[config.mk]
export PLATFORM = sky130hd
export DESIGN_NAME = id_decode_sb_flat
export DESIGN_NICKNAME = d
export VERILOG_FILES = /design/src/rtl/id_pkg.sv /design/src/rtl/id_decode_sb_if.sv /design/src/rtl/id_scoreboard.sv /design/src/rtl/id_decode_sb.sv /design/src/flat_wrapper.sv
export SDC_FILE = /design/constraint.sdc
export NUM_CORES = 1
export LEC_CHECK = 0
export CORE_UTILIZATION = 35
export CTS_CLUSTER_SIZE = 30
export DETAILED_ROUTE_END_ITERATION = 10
export PLACE_DENSITY = 0.8
export SLEW_MARGIN = 20
export SYNTH_ARGS = -nofsm -noshare
export SYNTH_HDL_FRONTEND = slang
export SYNTH_SLANG_ARGS = --single-unit
export TNS_END_PERCENT = 5
[constraint.sdc]
create_clock -name clk -period 3.25 [get_ports clk]
set_input_delay 0.4875 -clock clk [delete_from_list [all_inputs] [get_ports clk]]
set_output_delay 0.4875 -clock clk [all_outputs]
set_load 0.005 [all_outputs]
[src/rtl/id_pkg.sv]
// Shared types for the decode stage: RV32I opcode map, immediate formats,
// stage occupancy states and the decoded-instruction bundle.
package id_pkg;

    localparam logic [6:0] LUI         = 7'b0110111;
    localparam logic [6:0] AUIPC       = 7'b0010111;
    localparam logic [6:0] JAL         = 7'b1101111;
    localparam logic [6:0] JALR        = 7'b1100111;
    localparam logic [6:0] BRANCH      = 7'b1100011;
    localparam logic [6:0] LOAD        = 7'b0000011;
    localparam logic [6:0] STORE       = 7'b0100011;
    localparam logic [6:0] IMM_REG_ALU = 7'b0010011;
    localparam logic [6:0] REG_REG_ALU = 7'b0110011;
    localparam logic [6:0] MISC_MEM    = 7'b0001111;
    localparam logic [6:0] SYSTEM      = 7'b1110011;

    typedef enum logic [2:0] {
        FMT_R, FMT_I, FMT_S, FMT_B, FMT_U, FMT_J
    } fmt_t;

    typedef enum logic {
        EMPTY, HELD
    } id_state_t;

    typedef struct packed {
        logic        valid;
        logic        use1;
        logic        use2;
        logic        wr;
        logic [4:0]  rs1;
        logic [4:0]  rs2;
        logic [4:0]  rd;
        logic [31:0] imm;
    } dec_t;

    // Immediate bits live in instr[31:7]; bit 31 is always the sign.
    function automatic logic [31:0] imm_gen(
        input logic [31:7] i,
        input fmt_t        f
    );
        logic [31:0] r;
        unique case (f)
            FMT_I:   r = {{20{i[31]}}, i[31:20]};
            FMT_S:   r = {{20{i[31]}}, i[31:25], i[11:7]};
            FMT_B:   r = {{19{i[31]}}, i[31], i[7],
                          i[30:25], i[11:8], 1'b0};
            FMT_U:   r = {i[31:12], 12'b0};
            FMT_J:   r = {{11{i[31]}}, i[31], i[19:12],
                          i[20], i[30:21], 1'b0};
            default: r = '0;
        endcase
        return r;
    endfunction

endpackage

[src/rtl/id_decode_sb_if.sv]
// IF->ID and ID->EX handshake bundle; master is the decode stage,
// slave is the surrounding pipeline.
interface id_decode_sb_if #(
    parameter int BITSIZE = 32,
    parameter int NREGS   = 32
);
    localparam int REG_AW = $clog2(NREGS);

    logic               if_give;
    logic               if_get;
    logic [31:0]        if_instr;
    logic [BITSIZE-1:0] if_pc;

    logic               ex_get;
    logic               ex_give;
    logic [31:0]        ex_instr;
    logic [BITSIZE-1:0] ex_pc;
    logic [BITSIZE-1:0] ex_rs1;
    logic [BITSIZE-1:0] ex_rs2;
    logic [BITSIZE-1:0] ex_imm;
    logic [REG_AW-1:0]  ex_rd;
    logic               ex_wr;

    modport master (
        input  if_give, if_instr, if_pc, ex_get,
        output if_get, ex_give, ex_instr, ex_pc,
        output ex_rs1, ex_rs2, ex_imm, ex_rd, ex_wr
    );

    modport slave (
        output if_give, if_instr, if_pc, ex_get,
        input  if_get, ex_give, ex_instr, ex_pc,
        input  ex_rs1, ex_rs2, ex_imm, ex_rd, ex_wr
    );

endinterface

[src/rtl/id_scoreboard.sv]
// Busy bit per architectural register; a write issued to EX marks rd
// busy until writeback retires it. x0 is never busy.
module id_scoreboard #(
    parameter  int NREGS  = 32,
    localparam int REG_AW = $clog2(NREGS)
) (
    input  logic              clk,
    input  logic              resetn_i,
    input  logic              set,
    input  logic [REG_AW-1:0] set_idx,
    input  logic              clr,
    input  logic [REG_AW-1:0] clr_idx,
    input  logic [REG_AW-1:0] rs1_idx,
    input  logic [REG_AW-1:0] rs2_idx,
    output logic              rs1_busy,
    output logic              rs2_busy
);

    logic [NREGS-1:0] busy;

    // Set is applied after clear so a same-index collision stays busy.
    always_ff @(posedge clk) begin
        if (!resetn_i) begin
            busy <= '0;
        end else begin
            if (clr) busy[clr_idx] <= 1'b0;
            if (set) busy[set_idx] <= 1'b1;
            busy[0] <= 1'b0;
        end
    end

    assign rs1_busy = busy[rs1_idx];
    assign rs2_busy = busy[rs2_idx];

endmodule

[src/rtl/id_decode_sb.sv]
// Decode stage with RAW scoreboard between IF and EX.
// Define ID_ZICSR_EN to accept the SYSTEM opcode (CSR, ECALL, EBREAK).
module id_decode_sb
    import id_pkg::*;
#(
    parameter  int BITSIZE = 32,
    parameter  int NREGS   = 32,
    localparam int REG_AW  = $clog2(NREGS)
) (
    input  logic               clk,
    input  logic               resetn_i,
    input  logic               flush_i,
    output logic               inv_instr_o,
    id_decode_sb_if.master     bus,
    output logic [REG_AW-1:0]  ID_REG_rs1_o,
    output logic [REG_AW-1:0]  ID_REG_rs2_o,
    input  logic [BITSIZE-1:0] REG_ID_rs1_d_i,
    input  logic [BITSIZE-1:0] REG_ID_rs2_d_i,
    input  logic               WB_ID_valid_i,
    input  logic [REG_AW-1:0]  WB_ID_rd_i
);

    id_state_t          state;
    dec_t               held;
    dec_t               dec;
    logic [31:0]        instr_q;
    logic [BITSIZE-1:0] pc_q;

    logic [6:0] op;
    fmt_t       fmt;
    logic       rd_used;
    logic       bad_idx;

    logic rs1_busy;
    logic rs2_busy;
    logic hazard;
    logic give;
    logic get;
    logic ex_xfer;
    logic if_xfer;

    assign op = bus.if_instr[6:0];

    always_comb begin
        dec       = '0;
        fmt       = FMT_R;
        rd_used   = 1'b0;
        dec.valid = (bus.if_instr[1:0] == 2'b11);
        dec.rs1   = bus.if_instr[19:15];
        dec.rs2   = bus.if_instr[24:20];
        dec.rd    = bus.if_instr[11:7];
        unique case (1'b1)
            (op == LUI), (op == AUIPC): begin
                fmt     = FMT_U;
                rd_used = 1'b1;
            end
            (op == JAL): begin
                fmt     = FMT_J;
                rd_used = 1'b1;
            end
            (op == JALR), (op == LOAD), (op == IMM_REG_ALU): begin
                fmt      = FMT_I;
                dec.use1 = 1'b1;
                rd_used  = 1'b1;
            end
            (op == BRANCH): begin
                fmt      = FMT_B;
                dec.use1 = 1'b1;
                dec.use2 = 1'b1;
            end
            (op == STORE): begin
                fmt      = FMT_S;
                dec.use1 = 1'b1;
                dec.use2 = 1'b1;
            end
            (op == REG_REG_ALU): begin
                dec.use1 = 1'b1;
                dec.use2 = 1'b1;
                rd_used  = 1'b1;
            end
            (op == MISC_MEM): begin
                fmt = FMT_R;
            end
`ifdef ID_ZICSR_EN
            (op == SYSTEM): begin
                unique case (bus.if_instr[14:12])
                    3'b000: fmt = FMT_R;
                    3'b100: dec.valid = 1'b0;
                    3'b001, 3'b010, 3'b011: begin
                        fmt      = FMT_I;
                        dec.use1 = 1'b1;
                        rd_used  = 1'b1;
                    end
                    default: begin
                        fmt     = FMT_I;
                        rd_used = 1'b1;
                    end
                endcase
            end
`endif
            default: dec.valid = 1'b0;
        endcase

        dec.imm = imm_gen(bus.if_instr[31:7], fmt);
`ifdef ID_ZICSR_EN
        // CSRR*I carry a zero-extended uimm in the rs1 field.
        if (op == SYSTEM && bus.if_instr[14])
            dec.imm = {27'b0, bus.if_instr[19:15]};
`endif

        bad_idx = (dec.use1 && int'(dec.rs1) >= NREGS)
               || (dec.use2 && int'(dec.rs2) >= NREGS)
               || (rd_used && int'(dec.rd) >= NREGS);
        if (bad_idx) dec.valid = 1'b0;
        dec.wr = rd_used && (dec.rd != 5'd0);
    end

    id_scoreboard #(.NREGS(NREGS)) u_sb (
        .clk      (clk),
        .resetn_i (resetn_i),
        .set      (ex_xfer && held.wr),
        .set_idx  (held.rd[REG_AW-1:0]),
        .clr      (WB_ID_valid_i),
        .clr_idx  (WB_ID_rd_i),
        .rs1_idx  (held.rs1[REG_AW-1:0]),
        .rs2_idx  (held.rs2[REG_AW-1:0]),
        .rs1_busy (rs1_busy),
        .rs2_busy (rs2_busy)
    );

    assign hazard = (held.use1 && rs1_busy)
                 || (held.use2 && rs2_busy);

    assign give = resetn_i && (state == HELD) && held.valid
               && !hazard && !flush_i;
    assign ex_xfer = give && bus.ex_get;
    assign get = resetn_i
              && ((state == EMPTY) || ex_xfer || flush_i);
    assign if_xfer = bus.if_give && get;

    assign inv_instr_o = resetn_i && (state == HELD) && !held.valid;

    always_ff @(posedge clk) begin
        if (!resetn_i) begin
            state   <= EMPTY;
            held    <= '0;
            instr_q <= '0;
            pc_q    <= '0;
        end else if (if_xfer) begin
            state   <= HELD;
            held    <= dec;
            instr_q <= bus.if_instr;
            pc_q    <= bus.if_pc;
        end else if (state == HELD
                     && (ex_xfer || flush_i || !held.valid)) begin
            state <= EMPTY;
        end
    end

    assign bus.if_get   = get;
    assign bus.ex_give  = give;
    assign bus.ex_instr = instr_q;
    assign bus.ex_pc    = pc_q;
    assign bus.ex_rs1   = held.use1 ? REG_ID_rs1_d_i : '0;
    assign bus.ex_rs2   = held.use2 ? REG_ID_rs2_d_i : '0;
    assign bus.ex_imm   = BITSIZE'($signed(held.imm));
    assign bus.ex_rd    = held.rd[REG_AW-1:0];
    assign bus.ex_wr    = held.wr;

    assign ID_REG_rs1_o = held.rs1[REG_AW-1:0];
    assign ID_REG_rs2_o = held.rs2[REG_AW-1:0];

endmodule
[src/flat_wrapper.sv]
// flat-port wrapper written by rule: the top's interface ports become plain ports
module id_decode_sb_flat import id_pkg::*;
#(
    parameter  int BITSIZE = 32,
    parameter  int NREGS   = 32,
    localparam int REG_AW  = $clog2(NREGS)
)
  (clk, resetn_i, flush_i, inv_instr_o, ID_REG_rs1_o, ID_REG_rs2_o, REG_ID_rs1_d_i, REG_ID_rs2_d_i, WB_ID_valid_i, WB_ID_rd_i, bus_if_give, bus_if_instr, bus_if_pc, bus_ex_get, bus_if_get, bus_ex_give, bus_ex_instr, bus_ex_pc, bus_ex_rs1, bus_ex_rs2, bus_ex_imm, bus_ex_rd, bus_ex_wr);
  id_decode_sb_if #(.BITSIZE(BITSIZE), .NREGS(NREGS)) bus_i ();
  input  logic clk;
  input  logic resetn_i;
  input  logic flush_i;
  output logic inv_instr_o;
  output logic [REG_AW-1:0] ID_REG_rs1_o;
  output logic [REG_AW-1:0] ID_REG_rs2_o;
  input  logic [BITSIZE-1:0] REG_ID_rs1_d_i;
  input  logic [BITSIZE-1:0] REG_ID_rs2_d_i;
  input  logic WB_ID_valid_i;
  input  logic [REG_AW-1:0] WB_ID_rd_i;
  input wire logic [$bits(bus_i.if_give)-1:0] bus_if_give;
  input wire logic [$bits(bus_i.if_instr)-1:0] bus_if_instr;
  input wire logic [$bits(bus_i.if_pc)-1:0] bus_if_pc;
  input wire logic [$bits(bus_i.ex_get)-1:0] bus_ex_get;
  output wire logic [$bits(bus_i.if_get)-1:0] bus_if_get;
  output wire logic [$bits(bus_i.ex_give)-1:0] bus_ex_give;
  output wire logic [$bits(bus_i.ex_instr)-1:0] bus_ex_instr;
  output wire logic [$bits(bus_i.ex_pc)-1:0] bus_ex_pc;
  output wire logic [$bits(bus_i.ex_rs1)-1:0] bus_ex_rs1;
  output wire logic [$bits(bus_i.ex_rs2)-1:0] bus_ex_rs2;
  output wire logic [$bits(bus_i.ex_imm)-1:0] bus_ex_imm;
  output wire logic [$bits(bus_i.ex_rd)-1:0] bus_ex_rd;
  output wire logic [$bits(bus_i.ex_wr)-1:0] bus_ex_wr;
  assign bus_i.if_give = bus_if_give;
  assign bus_i.if_instr = bus_if_instr;
  assign bus_i.if_pc = bus_if_pc;
  assign bus_i.ex_get = bus_ex_get;
  assign bus_if_get = bus_i.if_get;
  assign bus_ex_give = bus_i.ex_give;
  assign bus_ex_instr = bus_i.ex_instr;
  assign bus_ex_pc = bus_i.ex_pc;
  assign bus_ex_rs1 = bus_i.ex_rs1;
  assign bus_ex_rs2 = bus_i.ex_rs2;
  assign bus_ex_imm = bus_i.ex_imm;
  assign bus_ex_rd = bus_i.ex_rd;
  assign bus_ex_wr = bus_i.ex_wr;
  id_decode_sb #(.BITSIZE(BITSIZE), .NREGS(NREGS)) u_core (.clk(clk), .resetn_i(resetn_i), .flush_i(flush_i), .inv_instr_o(inv_instr_o), .bus(bus_i), .ID_REG_rs1_o(ID_REG_rs1_o), .ID_REG_rs2_o(ID_REG_rs2_o), .REG_ID_rs1_d_i(REG_ID_rs1_d_i), .REG_ID_rs2_d_i(REG_ID_rs2_d_i), .WB_ID_valid_i(WB_ID_valid_i), .WB_ID_rd_i(WB_ID_rd_i));
endmodule
Word-level counts from Yosys, hierarchy flattened
Cells that the tools add are included.

Muxes and demuxes: 21. Eq/ne operators: 16. $add $sub $neg: 0. Shift operators: 0. Bitwise logic cells: 4. Multipliers: 0. Divide/modulo/power cells: 0. $lt $le $gt $ge: 6. Reductions and logical operators: 31.

Operators with widths (count): 32-bit 2-to-1 mux (5); 32-bit one-hot mux with 5 select lines (1); 32-bit AND (1); 32-bit inverter (1); 32-bit OR (1); 5-bit by 6-bit < comparator with 1-bit output, second input constant (4); 7-bit by 6-bit == test with 1-bit output, second input constant (3); 7-bit == test, second input constant (3); 1-bit logical AND (15); 3-bit one-hot mux with 5 select lines (1); 7-bit by 5-bit == test with 1-bit output, second input constant (2); 1-bit binary-select mux with 5-bit select (2); 1-bit demux with 5-bit select (2); 5-bit by 1-bit >= comparator with 1-bit output, second input constant (2); 1-bit 2-to-1 mux (10); 10-bit OR reduction (1); 7-bit by 2-bit == test with 1-bit output, second input constant (1); 7-bit by 4-bit == test with 1-bit output, second input constant (1); 7-bit OR reduction (1); 3-bit by 2-bit == test with 1-bit output, second input constant (2); 3-bit == test, second input constant (2); 3-bit OR reduction (2); 6-bit OR reduction (1); 1-bit logical OR (5); 7 further kinds (9).

Latch bits: 0. Word-level logic and storage cells: 91. Bits in writable memories: 0. Memories kept: 0. Register bits after elaboration: 148. Output and inout port bits: 179. ROM bits: 0.

Longest topological paths before layout
Gate-level depths: netlist (run 1).

Depth after elaboration: 13. Gate-level depth with buffers: 11.

Modules after synthesis
Synthesis (run 1) repeated with hierarchy kept, for this count alone.

Cell total of the unflattened synthesis: 858. Area total of the unflattened synthesis: 6779.0 µm².

Modules (own cells, without submodules): id_decode_sb (times used 1, area an instance 4879.7 µm², cells each 629); id_scoreboard (times used 1, area an instance 1899.3 µm², cells each 229).

Least setup slack after synthesis (run 1)
No wires, ideal clock.

Path kind: register to register. Start point: register, netlist name u_core.bus.ex_instr[20]. End point: register u_core.held (netlist bit u_core.bus.ex_imm[21]). Library setup time: 119 ps. Period minus slack after synthesis: 2843 ps. Path slack: 407 ps. Stages on the path, launching flop included: 11. Arrival: 2724 ps. Path buffers: 3. Path through: dfxtp_1 clkbuf_1 mux4_2 mux2i_1 a22oi_1 a41o_1 o32ai_1 buf_2 nand2_1 clkbuf_1 o221a_2.

RTL lines: to (signal assigned) (RTL line id_decode_sb.sv:146) `held <= '0;`; to (signal assigned) (RTL line id_decode_sb.sv:151) `held <= dec;`; to (decl) (RTL line id_decode_sb.sv:24) `dec_t held;`.

==> results by group, run 1 <==
Global route
  • Met3 Use GR: around 6%
  • Initial antenna violation count: 0
  • Top Usage Layer GRT: met2
  • Vias in the first global route: 6,296
  • GRT overflow: 0
  • Pin count of the biggest net entering global routing: 133
  • GR Util All Layers: a little under a quarter
  • First-pass GRT wire length: about 36 mm
  • Met2 usage: 40.7%
  • M1 GR Usage: 28.0%

STA
  • Fin. max-slew vios: 0
  • Skew final: 0.00729 ns
  • Worst setup margin: around 0.12 ns
  • Fin crit share: 96.4%
  • Setup repair after global routing missed its margin: false
  • Worst-Margin Slew: a little over 1 ns
  • Max-slew headroom: ~32%
  • Final hold vios: 0
  • FMAX: 0.319 GHz
  • Final setup viols: 0
  • Final min period: ~3.1 ns

Synth
  • Post-synth EDFFs: 0
  • Post-Synth Simple-Gate Area: a little under a quarter
  • Adder-Cell Fraction of Synth Area: 0%
  • Post-synth top area share: roughly 40%
  • Average size of a mapped cell: around 8.3 um^2
  • Ys async rst share: 0%
  • Count of different cell masters after synthesis: 44
  • Warning count from the yosys run: 0
  • Main area contributors after synthesis: dfxtp_1 40%, nand2_1 10%, and2_1 8.0%, o21ai_0 8.0%, buf_4 7.2%
  • Xor and xnor area share after synthesis: 0%
  • Leading area contributor after synthesis: dfxtp_1
  • Syn_nets: between 900 and 1,000
  • Largest family of logic cells by synthesized area: simple AND/OR/NAND/NOR gates
  • Flops & latches, synth: about 130
  • Post-Syn Area: between 0.006 and 0.007 mm^2
  • Synth Instances: roughly 790
  • Mux contribution to synthesized area: 5.96%
  • Post-synthesis compound-gate area fraction: roughly a fifth
  • Post-synthesis sequential area ratio: about two fifths
  • Main flop type after synthesis: dfxtp_1

Status
  • Outcome: completed

Clocking
  • Max Buffers Root-to-Sink: 2
  • CTS tree: yes
  • Insertion delay of the later-clocked pin in the worst-skew pair: around 0.42 ns
  • TritonCTS buffer count: 17
  • Htree depth: 4
  • Post-CTS Setup Inserts: 0
  • Clock Sinks: 132
  • Root buf cell: clkbuf_16
  • Hold Buf Count CTS: 0
  • Clock transition at path regs: 0.05 ns

Finish
  • # nets final: 1,176
  • Util after Layout: approximately 55%
  • Register area: 0.00265 mm^2
  • FILL cells: approximately 1,600
  • Area of the multi-input gates: roughly 0.0033 mm^2
  • Area Growth Syn to Fin: 52.8%
  • Ant diodes: 0
  • Share of layout cells above drive strength 1: between 10 and 15%

Power
  • Power density cells: about 400 mW/mm^2
  • Pint: between 3000 and 4000 uW
  • Clock share of power: 41.0%
  • Leak Pwr: approximately 0.0036 uW
  • Sequential share of power: 43.0%
  • Combinational group share of total power: between 15 and 20%
  • Max VDD drop: about 0.32 mV
  • Net Sw Power: a little under 1000 uW
  • Switch share: 24.1%

Setup path
  • Worst-path maximum fanout: 5
  • Setup Crit Path Kind: flop to output port
  • Reg-to-Reg Start: u_core.bus.ex_instr[16]
  • Setup crit start: u_core.bus.ex_instr[16]
  • Worst Path Required: 2.76 ns
  • CP Launch Type: flop
  • Worst Path Arrival: between 2 and 3 ns
  • Crit end category: output port

Placement
  • Final HPWL DP: 17.4 mm
  • GPL Wtd Cong: around 0.88
  • Setup Slack @ Placement: -0.0952 ns
  • Buffers added on ports: 317

Die
  • Die X: roughly 140 um
  • Die H: between 100 and 150 um
  • I/O pins: 318
  • Num rows: roughly 50
  • Die area: roughly 0.02 mm^2
  • CORE AREA: between 0.015 and 0.02 mm^2
  • Starting Density: a little over a third

Drt
  • Detailed-route wire length per cell: about 18 um
  • First drt pass iteration count: 5
  • Routed Antenna Nets: 0
  • Vias per std cell: between 5 and 6
  • Vias: 6,593
  • Post-route DRC: 0
  • Routed Wire Length: between 20 and 25 mm
  • Initial DRC count: 400

Worst hold path
  • HP Class: flop to flop
  • Min-delay src: u_core.bus.ex_pc[8]

Flow run
  • Max-cap violation count: 0
## placed cells by master, fill, tap and decap left out, types with 12 or more instances in the layout
master,instances
and2_1,84
buf_4,25
clkbuf_16,17
clkdlybuf4s50_1,314
dfxtp_1,129
mux4_2,12
nand2_1,176
nand3_1,13
o211ai_1,32
o21ai_0,105
o221a_2,20
## area by class of cell
type                    instances  area share [%]
well taps                     229            2.84
repair buffers                342            33.3
clock inverters                 7           0.620
flip-flops and latches        132            26.3
multi-input cells             541            32.5
inverters                       3           0.112
clock buffers                  21            4.36
## what timing repair did
item                       in CTS  in global routing
hold endpoints to repair        0                  0
pin swaps                       0                  1
resized for setup              11                  3
setup endpoints to repair       2                  2
## routing by layer
layer | vias up | wire, um
li1 | 3179 | -
met1 | 3065 | 9280
met2 | 316 | 11300
met3 | 33 | 1820
met4 | 0 | 648
met5 | - | 0
## worst paths after layout
check | endpoint | slack (ns) | depth (start not counted)
hold / removal | u_core.bus.ex_pc[8] | 0.45 | 2
setup / recovery | bus_ex_give | 0.12 | 7
setup reg to reg | u_core.bus.ex_imm[7] | 0.25 | 9
hold reg to reg | u_core.bus.ex_pc[8] | 0.45 | 2
## through the flow
step / cell area (um^2) / power [uW] / setup TNS (ns) / cells / hold slack [ns]
6_report: 10100 / 4120 / 0 / 1275 / 0.454
5_1_grt: 10100 / 4280 / 0 / 1275 / 0.474
4_1_cts: 10100 / 4140 / 0 / 1275 / 0.459
3_5_place_dp: 9580 / 2460 / -0.0952 / 1247 / 0.450
3_3_place_gp: 9580 / 2450 / 0 / 1247 / 0.443
2_1_floorplan: 6610 / 2060 / 0 / 794 / 0.436
## synth_stat cells (2+ instances only)
cell type and number:
buf_2 14, buf_4 63, nand3_1 13, o211ai_1 32, mux2i_1 9, nor2_1 10, nand2b_1 2, o31ai_1 7
o21ai_2 8, nand3b_1 8, or4_1 2, a41o_1 3, o21ai_0 105, nor3b_1 2, inv_1 3, nand4_1 7
nor4_1 2, o221a_2 20, and3b_1 3, nor2b_1 5, or3b_2 3, and2_1 84, a22oi_1 3, clkbuf_1 39
mux4_2 12, mux2_2 3, a21oi_1 5, nand2_1 176, dfxtp_1 132, a22o_1 5
## state kept, by name (all words and copies together), names as in the netlist
register,flops
u_core.bus.ex_imm,32
u_core.bus.ex_instr,32
u_core.bus.ex_pc,32
u_core.bus.ex_wr,1
u_core.held,3
u_core.state,1
u_core.u_sb.busy,31
## power by group through the flow
stage	registers [uW]	logic [uW]	clock network, uW
global route	1780	706	1790
detailed placement	1810	654	0
global placement	1800	647	0
CTS	1770	659	1710
floorplan	1780	275	0
finish	1770	655	1690
## critical path, cell delays in order (launching register included)
cell and delay (ns):
dfxtp_4 0.37, mux4_2 0.50, mux2_2 0.27, o21a_1 0.17, o221a_2 0.26, buf_4 0.15
nor3b_1 0.23, dlygate4sd2_1 0.28
## cell families (layout without fill, tap and decap cells)
group,after synthesis,after routing
mux,24,24
simple gates,321,321
flops,132,132
compound gates,196,196
buf+inv,121,373
Power figures use the tool's default switching activity.
==> run 2: changes to the inputs <==
- clock period: 3.25 -> 3.5 ns (I/O delays scaled with it)
==> run 2 against run 1 <==
- clock power rose by 16%
- routed wire length increased by 0.70%
- design area increased by 1.0%
- global-route usage up 0.26 points
==> results by group, run 2 (synthesis results as in run 1) <==
Drt
  • Routed Wire Length: 23.2 mm (was 23.0 mm)
  • First drt pass iteration count: 7 (was 5)
  • Detailed-route wire length per cell: 18.2 um (was 18.0 um)
  • Vias: 6,592 (was 6,593)
  • Routed Antenna Nets: 0 (unchanged)
  • Vias per std cell: 5.18 (was 5.17)
  • Initial DRC count: 386 (was 400)
  • Post-route DRC: 0 (unchanged)

STA
  • Fin crit share: between 90% and 100%
  • Final hold vios: 0 (unchanged)
  • Final min period: 3.38 ns
  • Worst-Margin Slew: 1.07 ns (was 1.01 ns)
  • Fin. max-slew vios: 0 (unchanged)
  • Max-slew headroom: 28.6% (was 32.4%)
  • FMAX: 0.295 GHz
  • Setup repair after global routing missed its margin: false (unchanged)
  • Fin Setup TNS: 0 ns (unchanged)
  • Final setup viols: 0 (unchanged)
  • Worst hold slack: 0.456 ns (was 0.454 ns)
  • Skew final: 0.0156 ns (was 0.00729 ns)

Die
  • I/O pins: 318 (unchanged)
  • Starting Density: 36.3% (unchanged)
  • Die area: 0.0194 mm^2 (unchanged)
  • Num rows: 49 (unchanged)
  • Die X: 139 um (unchanged)
  • Die H: 139 um (unchanged)
  • CORE AREA: 0.0182 mm^2 (unchanged)

Finish
  • Most frequent cells in the layout: 315 x clkdlybuf4s50_1, 176 x nand2_1, 129 x dfxtp_1 (was 314 x clkdlybuf4s50_1, 176 x nand2_1, 129 x dfxtp_1)
  • Area of the multi-input gates: 0.00328 mm^2 (unchanged)
  • # nets final: 1,170 (was 1,176)
  • Ant diodes: 0 (unchanged)
  • Commonest non-fill, non-tap cell in the layout: clkdlybuf4s50_1 (unchanged)
  • Register area: 0.00265 mm^2 (unchanged)
  • FILL cells: 1,670 (was 1,604)
  • Area Growth Syn to Fin: 54.3% (was 52.8%)
  • Share of layout cells above drive strength 1: 9.88% (was 10.1%)

Status
  • Outcome: completed (unchanged)

Power
  • Max VDD drop: 0.327 mV (was 0.322 mV)
  • Leak Pwr: 0.00367 uW (was 0.00363 uW)
  • Power density cells: 413 mW/mm^2 (was 408 mW/mm^2)

Setup path
  • Cell Chain, Critical Path: mux4_2, mux2_2, o21a_1, o221a_4, or3_4, a21boi_1, dlygate4sd2_1 (was mux4_2, mux2_2, o21a_1, o221a_2, buf_4, nor3b_1, dlygate4sd2_1)
  • Cell family with most CP delay: multiplexers (unchanged)
  • R2R setup slack: 0.48 ns (was 0.25 ns)
  • CP Buf/Inv Count: 1 (was 2)
  • Crit end category: output port (unchanged)
  • CP Launch Type: flop (unchanged)
  • Worst-path maximum fanout: 5 (unchanged)
  • Worst Path Arrival: 2.86 ns (was 2.65 ns)
  • Worst path max stage delay: 0.50 ns (about the same)
  • Worst Path Required: 2.97 ns (was 2.76 ns)
  • Setup Crit Path Kind: flop to output port (unchanged)
  • Slowest CP cell: mux4_2 (unchanged)

Clocking
  • TritonCTS buffer count: 17 (unchanged)
  • CTS tree: yes (unchanged)
  • Cts repair resizes: 4 (was 11)
  • Htree depth: 4 (unchanged)
  • Post-CTS Setup Inserts: 0 (unchanged)
  • Root buf cell: clkbuf_16 (unchanged)
  • Max Buffers Root-to-Sink: 2 (unchanged)
  • Clock transition at path regs: 0.05 ns (about the same)
  • Clock Sinks: 132 (unchanged)
  • Insertion delay of the later-clocked pin in the worst-skew pair: 0.43 ns (was 0.42 ns)
  • Hold Buf Count CTS: 0 (unchanged)

Global route
  • GR Util All Layers: 24.0% (was 23.7%)
  • Met2 usage: 41.6% (was 40.7%)
  • GRT overflow: 0 (unchanged)
  • Vias in the first global route: 6,471 (was 6,296)
  • Met3 Use GR: 6.50% (was 5.92%)
  • Pin count of the biggest net entering global routing: 123 (was 133)
  • Initial antenna violation count: 0 (unchanged)
  • First-pass GRT wire length: 35.9 mm (was 35.5 mm)
  • M1 GR Usage: 28.1% (was 28.0%)
  • Top Usage Layer GRT: met2 (unchanged)

Placement
  • GPL Wtd Cong: 0.908 (was 0.879)
  • Final HPWL DP: 17.6 mm (was 17.4 mm)
  • Buffers added on ports: 317 (unchanged)

Worst hold path
  • HP Class: flop to flop (unchanged)

Flow run
  • Max-cap violation count: 0 (unchanged)
run 2: area by class of cell:
cell class / instances / share of cell area (%)
Timing Repair Buffer: 336 / 32.6
Multi-Input combinational cell: 541 / 32.2
Sequential cell: 132 / 26.0
Clock buffer: 21 / 4.61
Tap cell: 229 / 2.81
Clock inverter: 10 / 1.74
Inverter: 3 / 0.110
run 2: worst paths after layout:
path / startpoint / end / cells after the start
hold / removal: u_core.bus.ex_instr[29] / u_core.bus.ex_instr[29] / 2
setup / recovery: u_core.bus.ex_instr[16] / bus_if_get / 7
hold reg to reg: u_core.bus.ex_instr[29] / u_core.bus.ex_instr[29] / 2
setup reg to reg: u_core.bus.ex_instr[16] / u_core.u_sb.busy[14] / 7
run 2: per-layer routing:
metal	part of all wire, %	up-vias
met5	0	-
met1	41	3110
li1	-	3170
met3	7.4	27
met4	2.0	0
met2	49	285
run 2: power by group:
| part | switching (uW) | leakage, uW | total [uW] | internal, uW |
|---|---|---|---|---|
| clock | 648 | 0.000319 | 1960 | 1310 |
| sequential | 65.5 | 0.00108 | 1650 | 1580 |
| combinational | 239 | 0.00226 | 608 | 368 |
run 2: worst reg2reg max path, cell delays in order (launching register included):
cell and delay [ns]:
dfxtp_4 0.38, mux4_2 0.50, mux2_2 0.28, o21a_1 0.19, o221a_4 0.26, or3_4 0.40
or4_1 0.73, o21ai_2 0.22
run 2: per-stage QoR:
step | power, uW | setup WS, ns | util, % | instances | area (um^2)
floorplan | 1910 | 0.657 | - | 794 | 6610
global placement | 2270 | 0.175 | 52.4 | 1241 | 9540
detailed placement | 2280 | 0.130 | 52.4 | 1241 | 9540
CTS | 4240 | 0.0349 | 56.0 | 1272 | 10200
global route | 4360 | 0.0171 | 56.0 | 1272 | 10200
finish | 4210 | 0.115 | 56.0 | 1272 | 10200
==> run 3: changes to the inputs <==
- MAX_ROUTING_LAYER: not set -> met4
- REMOVE_ABC_BUFFERS: not set -> 1
==> run 3 against run 2 <==
- via count fell by 0.35%
- non-clock buffer count did not move
- clock power fell by 9%
- largest cell class unchanged
- largest power group unchanged
==> results by group, run 3 (synthesis results as in run 1) <==
Finish
  • Post-route design area: 0.0102 mm^2 (about the same)
  • Share of layout cells above drive strength 1: 10.2% (was 9.88%)
  • Most frequent cells in the layout: 314 x clkdlybuf4s50_1, 176 x nand2_1, 128 x dfxtp_1 (was 315 x clkdlybuf4s50_1, 176 x nand2_1, 129 x dfxtp_1)
  • Area of the multi-input gates: 0.00328 mm^2 (about the same)
  • FILL cells: 1,674 (was 1,670)
  • # nets final: 1,170 (unchanged)
  • Register area: 0.00265 mm^2 (about the same)
  • Commonest non-fill, non-tap cell in the layout: clkdlybuf4s50_1 (unchanged)
  • Area Growth Syn to Fin: 53.8% (was 54.3%)
  • Non-filler cells, final: 1,274 (was 1,272)

Setup path
  • Setup Crit Path Kind: flop to output port (unchanged)
  • CP Launch Type: flop (unchanged)
  • Slowest CP cell: mux4_2 (unchanged)
  • Reg-to-Reg Start: u_core.bus.ex_instr[16] (unchanged)
  • Cell Chain, Critical Path: mux4_2, mux2_2, o21a_1, o221a_2, or3_4, a21boi_0, clkbuf_2 (was mux4_2, mux2_2, o21a_1, o221a_4, or3_4, a21boi_1, dlygate4sd2_1)
  • Worst Path Arrival: 2.74 ns (was 2.86 ns)
  • Setup crit start: u_core.bus.ex_instr[16] (unchanged)
  • Worst path max stage delay: 0.51 ns (was 0.50 ns)
  • Crit end category: output port (unchanged)
  • Cell family with most CP delay: multiplexers (unchanged)
  • Worst Path Required: 2.97 ns (about the same)
  • CP Buf/Inv Count: 1 (unchanged)
  • Worst-path maximum fanout: 5 (unchanged)

Clocking
  • Clock Sinks: 132 (unchanged)
  • Max Buffers Root-to-Sink: 2 (unchanged)
  • Hold Buf Count CTS: 0 (unchanged)
  • Clock transition at path regs: 0.06 ns (was 0.05 ns)
  • Root buf cell: clkbuf_16 (unchanged)
  • Htree depth: 4 (unchanged)
  • Insertion delay of the later-clocked pin in the worst-skew pair: 0.42 ns (was 0.43 ns)
  • Post-CTS Setup Inserts: 0 (unchanged)
  • TritonCTS buffer count: 17 (unchanged)
  • CTS tree: yes (unchanged)

Global route
  • Vias in the first global route: 6,454 (was 6,471)
  • First-pass GRT wire length: 35.2 mm (was 35.9 mm)
  • GRT overflow: 0 (unchanged)
  • Initial antenna violation count: 1 (was 0)
  • Pin count of the biggest net entering global routing: 80 (was 123)
  • GR Util All Layers: 24.1% (was 24.0%)

Die
  • Num rows: 49 (unchanged)
  • Starting Density: 36.3% (unchanged)
  • CORE AREA: 0.0182 mm^2 (unchanged)
  • Die H: 139 um (unchanged)
  • I/O pins: 318 (unchanged)
  • Die area: 0.0194 mm^2 (unchanged)
  • Die X: 139 um (unchanged)

STA
  • Skew final: 0.00859 ns (was 0.0156 ns)
  • Final min period: 3.27 ns (was 3.38 ns)
  • Fin Setup TNS: 0 ns (unchanged)
  • Worst setup margin: 0.230 ns (was 0.115 ns)
  • FMAX: 0.306 GHz (was 0.295 GHz)
  • Final setup viols: 0 (unchanged)
  • Worst-Margin Slew: 0.814 ns (was 1.07 ns)
  • Fin. max-slew vios: 0 (unchanged)
  • Max-slew headroom: 45.8% (was 28.6%)
  • Setup repair after global routing missed its margin: false (unchanged)
  • Fin crit share: 93.4% (was 96.7%)
  • Final hold vios: 0 (unchanged)

Drt
  • Post-route DRC: 0 (unchanged)
  • Detailed-route wire length per cell: 17.8 um (was 18.2 um)
  • Routed Wire Length: 22.7 mm (was 23.2 mm)
  • Routed Antenna Nets: 0 (unchanged)
  • Vias per std cell: 5.16 (was 5.18)
  • Vias: 6,569 (was 6,592)
  • Initial DRC count: 366 (was 386)
  • First drt pass iteration count: 5 (was 7)

Worst hold path
  • Min-delay src: u_core.bus.ex_pc[3] (was u_core.bus.ex_instr[29])
  • HP Class: flop to flop (unchanged)

Placement
  • GPL Wtd Cong: 0.877 (was 0.908)
  • Final HPWL DP: 16.7 mm (was 17.6 mm)
  • Inst Count DP: 1,241 (unchanged)
  • Buffers added on ports: 317 (unchanged)
  • Setup Slack @ Placement: 0.118 ns (was 0.130 ns)
  • Placed Area: 0.00956 mm^2 (was 0.00954 mm^2)

Power
  • Power density cells: 396 mW/mm^2 (was 413 mW/mm^2)
  • Leak Pwr: 0.00366 uW (was 0.00367 uW)
  • Max VDD drop: 0.322 mV (was 0.327 mV)

Status
  • Outcome: completed (unchanged)

Flow run
  • Max-cap violation count: 0 (unchanged)
run 3: what timing repair did:
| action | in CTS | in global routing |
|---|---|---|
| hold endpoints to repair | 0 | 0 |
| resized for setup | 4 | 8 |
| endpoints found under the setup margin | 2 | 2 |
run 3: worst register-to-register path: stages, from the launching register on:
cell	delay, ns
dfxtp_2	0.39
mux4_2	0.51
mux2_2	0.27
o21a_1	0.16
o221a_2	0.24
buf_4	0.16
o32ai_4	0.42
nand2_1	0.41
o221a_2	0.38
run 3: where the power goes:
| group | internal [uW] | switching, uW |
|---|---|---|
| Sequential | 1580 | 63.8 |
| Clock | 1090 | 693 |
| Combinational | 369 | 234 |
| Total | 3040 | 991 |
run 3: metrics by stage:
stage               hold WS [ns]  total power, uW  utilization, %
global route               0.474             4200            55.8
detailed placement         0.450             2280            52.5
finish                     0.454             4030            55.8
floorplan                  0.452             1830               -
CTS                        0.458             4060            55.8
global placement           0.442             2270            52.5
run 3: layout make-up:
cell class,instances,share of cell area (%)
inverter,3,0.111
clock inverter,11,1.24
sequential,132,26.1
timing repair buffer,336,32.9
antenna,1,0.0246
clock buffer,21,4.53
multi-input combinational,541,32.3
tap,229,2.82
run 3: routing by layer:
| metal | up-vias | wire length (um) | GRT usage (%) |
|---|---|---|---|
| li1 | 3166 | - | - |
| met1 | 3073 | 9370 | 28.4 |
| met2 | 297 | 11000 | 39.4 |
| met3 | 33 | 1790 | 6.26 |
| met4 | 0 | 516 | 8.30 |
| met5 | - | 0 | - |
run 3: final timing paths:
kind                                 to  slack, ns  depth (start not counted)
setup / recovery             bus_if_get       0.23                          7
hold / removal      u_core.bus.ex_pc[3]       0.45                          2
setup reg to reg  u_core.bus.ex_imm[26]       0.44                          8
hold reg to reg     u_core.bus.ex_pc[3]       0.45                          2
